<file path="config.mk">
export PLATFORM = sky130hd
export DESIGN_NAME = vector_stream_regfile
export DESIGN_NICKNAME = d
export VERILOG_FILES = /design/src/rtl/vector_stream_regfile.sv
export SDC_FILE = /design/constraint.sdc
export NUM_CORES = 1
export LEC_CHECK = 0
export CORE_MARGIN = 3
export CORE_UTILIZATION = 50
export DETAILED_ROUTE_END_ITERATION = 6
export PLACE_DENSITY = 0.82
export SYNTH_ARGS = -nofsm -noshare
export SYNTH_HDL_FRONTEND = slang
export SYNTH_SLANG_ARGS = --single-unit
</file>
<file path="constraint.sdc">
create_clock -name clk -period 2.3 [get_ports clk]
set_input_delay 0.23 -clock clk [delete_from_list [all_inputs] [get_ports clk]]
set_output_delay 0.23 -clock clk [all_outputs]
set_load 0.05 [all_outputs]
</file>
<file path="src/rtl/vector_stream_regfile.sv">
// Vector register file loaded by a valid/ready stream or by random-access writes; optional rotate via VEC_REGFILE_ROTATE_EN.
// Latency: every update lands on the next rising edge; data_flat is read straight from the entry flops.
// Backpressure: s_ready drops while full or while clr/w_en (and rot_en when rotate is built) claim the cycle.
module vector_stream_regfile #(
    parameter int  DATA_W = 34,
    parameter int  DEPTH  = 8,
    localparam int ADDR_W = $clog2(DEPTH)
) (
    input  logic                    clk,
    input  logic                    rst_n,
    input  logic                    clr,
    input  logic                    s_valid,
    input  logic [DATA_W-1:0]       s_data,
    output logic                    s_ready,
    input  logic                    w_en,
    input  logic [ADDR_W-1:0]       w_addr,
    input  logic [DATA_W-1:0]       w_data,
    input  logic                    rot_en,
    output logic [ADDR_W-1:0]       wr_ptr,
    output logic                    full,
    output logic [DEPTH*DATA_W-1:0] data_flat
);

    logic [DATA_W-1:0] ent_q [DEPTH];
    logic [DATA_W-1:0] ent_d [DEPTH];
    logic [ADDR_W:0]   cnt_q;
    logic [ADDR_W:0]   cnt_d;
    logic              accept;

    // Count saturates at exactly DEPTH, so its MSB is the full flag and the low bits wrap wr_ptr to 0.
    assign full   = cnt_q[ADDR_W];
    assign wr_ptr = cnt_q[ADDR_W-1:0];

`ifdef VEC_REGFILE_ROTATE_EN
    assign s_ready = !full && !clr && !w_en && !rot_en;
`else
    logic unused_rot_en;
    assign unused_rot_en = rot_en;
    assign s_ready       = !full && !clr && !w_en;
`endif

    assign accept = s_valid && s_ready;

    always_comb begin
        cnt_d = cnt_q;
        for (int i = 0; i < DEPTH; i++) begin
            ent_d[i] = ent_q[i];
        end
        if (clr) begin
            cnt_d = '0;
            for (int i = 0; i < DEPTH; i++) begin
                ent_d[i] = '0;
            end
        end else if (w_en) begin
            ent_d[w_addr] = w_data;
        end else if (accept) begin
            ent_d[wr_ptr] = s_data;
            cnt_d         = cnt_q + 1'b1;
        end
`ifdef VEC_REGFILE_ROTATE_EN
        else if (rot_en) begin
            for (int i = 0; i < DEPTH-1; i++) begin
                ent_d[i] = ent_q[i+1];
            end
            ent_d[DEPTH-1] = ent_q[0];
        end
`endif
    end

    always_ff @(posedge clk or negedge rst_n) begin
        if (!rst_n) begin
            cnt_q <= '0;
            for (int i = 0; i < DEPTH; i++) begin
                ent_q[i] <= '0;
            end
        end else begin
            cnt_q <= cnt_d;
            for (int i = 0; i < DEPTH; i++) begin
                ent_q[i] <= ent_d[i];
            end
        end
    end

    for (genvar g = 0; g < DEPTH; g++) begin : g_flat
        assign data_flat[g*DATA_W +: DATA_W] = ent_q[g];
    end

endmodule

</file>
==> results of run 1 <==
[sequential cells by signal, indices dropped and copies added (netlist names)]
register   flops
cnt_q          4
data_flat    272
[cell families (layout without fill, tap and decap cells)]
group                    after synthesis  after routing  share of synthesized area
XOR/XNOR                               2              2                   0.001273
AO/OA/AOI/OAI                        316            316                     0.1703
adder cells (fa/ha/maj)                1              1                  0.0009091
multiplexers                         239            239                     0.1955
flip-flops                           276            276                     0.5019
AND/OR/NAND/NOR                      198            198                    0.07492
buffers and inverters                156            507                    0.05519
other                                  0              2                          0
[Yosys cell counts, drive strengths merged]
master   count
a21bo        1
a221oi       7
a31oi        1
a41oi        1
and2         2
and3b        2
buf         58
clkbuf      64
dfrtp      276
ha           1
inv         34
mux2       238
mux2i        1
nand2       68
nand2b      68
nand4b       1
nand4bb      3
nor2        40
nor2b        3
nor3         1
nor3b        4
nor4bb       1
o211ai      34
o221a       34
o22ai      238
or2          1
or4          1
or4b         3
xnor2        2
[per-layer routing]
metal  vias to the layer above  track usage  wire length (um)
li1                       5110            -                 -
met1                      6013       0.4168             18110
met2                       917       0.5082             22490
met3                       200      0.06287              4926
met4                         0       0.1638              2842
met5                         -            0                 0
[power breakdown]
part	internal, mW	switching [mW]	total, mW
clock	2.82	1.98	4.80
sequential	5.02	0.109	5.13
combinational	0.817	1.47	2.28
total	8.66	3.56	12.2
[per-stage QoR]
step / power [mW] / TNS (ps)
after floorplan: 6.510 / 0
after global placement: 7.430 / -12280
after detailed placement: 7.468 / -27720
after CTS: 12.23 / 0
after global routing: 12.58 / 0
final: 12.21 / 0
[final cells by class]
cell class,count,area share
inverter,34,0.006748
antenna,2,0.0002646
timing repair buffer,421,0.2289
clock buffer,38,0.04333
multi-input combinational,756,0.3252
clock inverter,14,0.007806
tap,341,0.02256
sequential,276,0.3652
[worst paths after layout]
path                            cells after the start                       start                         end  slack (ps)
min in group clk                                    4                  s_data[33]  data_flat[271]$_DFFE_PN0P_         430
max in group asynchronous                           3                       rst_n   data_flat[77]$_DFFE_PN0P_        1260
worst min-delay path                                2                       rst_n  data_flat[164]$_DFFE_PN0P_         240
worst max-delay path                                2        cnt_q[3]$_DFFE_PN0P_                        full         180
worst max register to register                      4        cnt_q[2]$_DFFE_PN0P_  data_flat[130]$_DFFE_PN0P_         180
worst min register to register                      1  data_flat[209]$_DFFE_PN0P_  data_flat[209]$_DFFE_PN0P_         490
[what timing repair did]
action / in CTS / in global routing
endpoints found under the hold margin: 66 / 0
gates resized for setup: 2 / 2
hold buffers: 1 / 0
endpoints found under the setup margin: 2 / 2
==> flow_summary.ini, run 1 <==
[setup_path]
cp.required_ps = 2070
cp_data_arrival_time_ps = 1890
endpoint_kind = primary output
path_cells = buf_4, clkdlybuf4s50_1
critPathKind = register to primary output
startpoint_type = register
critical-path-top-delay-family = buffers and inverters
critical-path-max-stage-delay_ps = 810
path_max_fanout = 5
cp_slowest_cell = clkdlybuf4s50_1
path_buf_inv = 2

[floorplanning]
die_w_um = 171.9
die_area_um2 = 29550
initial_core_util = 0.5092
num_rows = 60
coreArea_um2 = 27030
io_pins = 354
die_h_um = 171.9

[logic_synthesis]
ys_types = 34
synth_top_area_cell = dfrtp_1
yosysWarnings = 0
netlist_top_cells_area = dfrtp_1, mux2_2, o22ai_1, mux2_1, nand2b_1
ys_seq_area_frac = 0.5019
syn_nets = 1266
synth.avg_cell_area_um2 = 11.58
synth_top_area_frac = 0.5019
netlist_instances = 1188
synthesis.area_um2 = 13760
ys_ff_latch = 276

[layout]
fillCellCount = 1883
fin_nets = 1596
final_core_util = 0.6998
layout_commonest_cell = clkdlybuf4s50_1
multi_input_area_um2 = 6150
final_cells = 1882
seq_area_um2 = 6908
layout_common_cells = clkdlybuf4s50_1, dfrtp_1, o22ai_1
syn2layout_area_growth_pct = 37.44
drive_gt1_frac = 0.2170
final_area_um2 = 18910

[clock_network]
clk_path_buf_depth = 3
cts.sinks = 276
path_clk_slew_ps = 60
tritoncts = done
cts_root_buffer = clkbuf_16
postCtsSetupRepairBufs = 0
clkLatencyLatePin_ps = 550
cts_made_buffers = 29
cts_max_level = 1

[timing]
worst_pin_slew_ps = 789.6
timing.final.crit_share = 0.9229
min_period_ps = 2123
hold_viol_final = 0
layout_setup_ws_ps = 177.3
max_freq_mhz = 471.1
timing.final.max_slew_violations = 0
skew_ps = 12.20
rsz0062_at_grt = false
holdWs_ps = 242.6
setup_viol = 0
relSlewSlack = 0.4725

[status]
outcome = finished clean

[placement]
pre_cts_ws_ps = -206.8
place_area_um2 = 17930
port_buffers = 352
dpl.hpwl_um = 32560
place_congestion = 0.8616
dp.cells = 1827

[global_route]
grt_remaining_overflow = 0
grt_usage = 0.3188
antenna_found_initial = 2
first_global_vias = 12350
grt_max_degree = 75
grt_pass1_wl_um = 72950

[pwr]
p_per_area_nw_per_um2 = 645.8
leakage_nw = 8.389
ir_drop_mv = 0.6872

[drt]
drc_errors = 0
dr.first_iter.drc_count = 1702
vias_per_cell = 6.504
wirelength_um = 48360
via_count = 12240
ant_nets = 0
firstDrtPassIters = 6
avgRoutedWirePerCell_um = 25.70

[hold_path]
hold_class = input pin to async pin

[job]
maxCapViolations = 0
Note: power is estimated with default switching activity, not from simulation.
==> run 2, diff against run 1 <==
--- a/config.mk
+++ b/config.mk
@@ -8,6 +8,7 @@
 export CORE_MARGIN = 3
 export CORE_UTILIZATION = 50
 export DETAILED_ROUTE_END_ITERATION = 6
+export MAX_ROUTING_LAYER = met4
 export PLACE_DENSITY = 0.82
 export SYNTH_ARGS = -nofsm -noshare
 export SYNTH_HDL_FRONTEND = slang
==> run 2 against run 1 <==
The flow now finishes with violations (DRC); register-to-register slack hardly changed; non-clock buffer count stayed put; clock-buffer cell count stayed put; clock power hardly changed; utilization stayed put; cell area stayed put; fmax hardly changed; wire length is 0.14% lower; via count is 1.1% lower; clock skew is 2.6 ps lower; largest cell class unchanged; largest power group unchanged; highest routed layer unchanged.
==> flow_summary.ini, run 2 (synthesized netlist as in run 1, its figures left out) <==
[layout]
seq_area_um2 = 6908
fillCellCount = 1883
fin_nets = 1596
layout_common_cells = clkdlybuf4s50_1, dfrtp_1, o22ai_1
final_area_um2 = 18910
drive_gt1_frac = 0.2170
multi_input_area_um2 = 6150
final_core_util = 0.6998
largest_reg_flops = 272
syn2layout_area_growth_pct = 37.44
layout_commonest_cell = clkdlybuf4s50_1

[drt]
drc_errors = 1
avgRoutedWirePerCell_um = 25.66
wirelength_um = 48290
dr.first_iter.drc_count = 1577
vias_per_cell = 6.433
firstDrtPassIters = 7
ant_nets = 0
via_count = 12110

[timing]
timing.final.max_slew_violations = 0
skew_ps = 9.575
relSlewSlack = 0.4546
max_freq_mhz = 471.0
hold_viol_final = 0
rsz0062_at_grt = false
timing.final.crit_share = 0.9231
holdWs_ps = 235.3
fin_tns_setup_ps = 0
worst_pin_slew_ps = 816.5
min_period_ps = 2123
setup_viol = 0

[setup_path]
startpoint_type = register
critical-path-max-stage-delay_ps = 730
endpoint_kind = register
cp_slowest_cell = or4b_2
cp_data_arrival_time_ps = 2610
path_max_fanout = 26
critPathKind = register to register
path_cells = or4b_2, buf_4, o22ai_1, mux2_2
cp.required_ps = 2790

[floorplanning]
initial_core_util = 0.5092
num_rows = 60
io_pins = 354
die_w_um = 171.9
die_h_um = 171.9
die_area_um2 = 29550
coreArea_um2 = 27030

[global_route]
grt_pass1_wl_um = 72910
grt_remaining_overflow = 0
grt_max_degree = 75
grt_usage = 0.3277
first_global_vias = 12350
antenna_found_initial = 2

[clock_network]
postCtsSetupRepairBufs = 0
clk_path_buf_depth = 3
tritoncts = done
cts_root_buffer = clkbuf_16
clkLatencyLatePin_ps = 550
cts.sinks = 276
cts_made_buffers = 29
cts_max_level = 1
path_clk_slew_ps = 60

[pwr]
leakage_nw = 8.389
power.total_mw = 12.20
ir_drop_mv = 0.6817
p_per_area_nw_per_um2 = 645.0

[placement]
place_area_um2 = 17930
place_congestion = 0.8755
port_buffers = 352
dpl.hpwl_um = 32560

[job]
maxCapViolations = 0

[status]
outcome = finished with violations
violations = DRC

[hold_path]
hold_class = input pin to async pin
[run 2: worst max-delay path: cells and delay by family (launching register included)]
family / cells / cell delay [ps]
DFF: 1 / 540
AOI/OAI and AO/OA: 1 / 270
muxes: 1 / 230
buffers and inverters: 1 / 290
and+or+nand+nor: 1 / 730
[run 2: report_power, final]
group	internal, mW	leakage (nW)	switching, mW
Clock	2.82	0.486	1.96
Sequential	5.02	3.77	0.109
Combinational	0.817	4.13	1.47
[run 2: final timing paths]
path / startpoint / to / slack [ps] / cells after the start
worst min-delay path: rst_n / data_flat[62]$_DFFE_PN0P_ / 240 / 2
max in group asynchronous: rst_n / data_flat[77]$_DFFE_PN0P_ / 1250 / 3
worst min register to register: data_flat[209]$_DFFE_PN0P_ / data_flat[209]$_DFFE_PN0P_ / 490 / 1
min in group clk: s_data[33] / data_flat[271]$_DFFE_PN0P_ / 430 / 4
worst max-delay path: cnt_q[2]$_DFFE_PN0P_ / data_flat[130]$_DFFE_PN0P_ / 180 / 4
worst max register to register: cnt_q[2]$_DFFE_PN0P_ / data_flat[130]$_DFFE_PN0P_ / 180 / 4
[run 2: layer usage]
layer	vias up	track usage	wire (um)
met5	-	-	0
met4	0	0.1607	2813
met3	185	0.05738	4491
met2	867	0.5118	22520
met1	5944	0.4162	18470
li1	5111	-	-
[run 2: repair_timing]
action | in CTS | in global routing
gates cloned | 0 | 0
gates resized for setup | 2 | 2
endpoints found under the hold margin | 66 | 0
endpoints found under the setup margin | 2 | 2
hold buffers | 1 | 0
[run 2: cell type report]
class / count / share of cell area
tap: 341 / 0.02256
sequential: 276 / 0.3652
clock buffer: 38 / 0.04333
antenna: 2 / 0.0002646
clock inverter: 14 / 0.007806
multi-input combinational: 756 / 0.3252
timing repair buffer: 421 / 0.2289
inverter: 34 / 0.006748
[run 2: per-stage QoR]
step	std cells	worst slack [ps]
floorplan	1188	73.11
global placement	1827	-112.7
detailed placement	1827	-206.8
CTS	1880	23.94
global route	1882	120.9
finish	1882	176.9
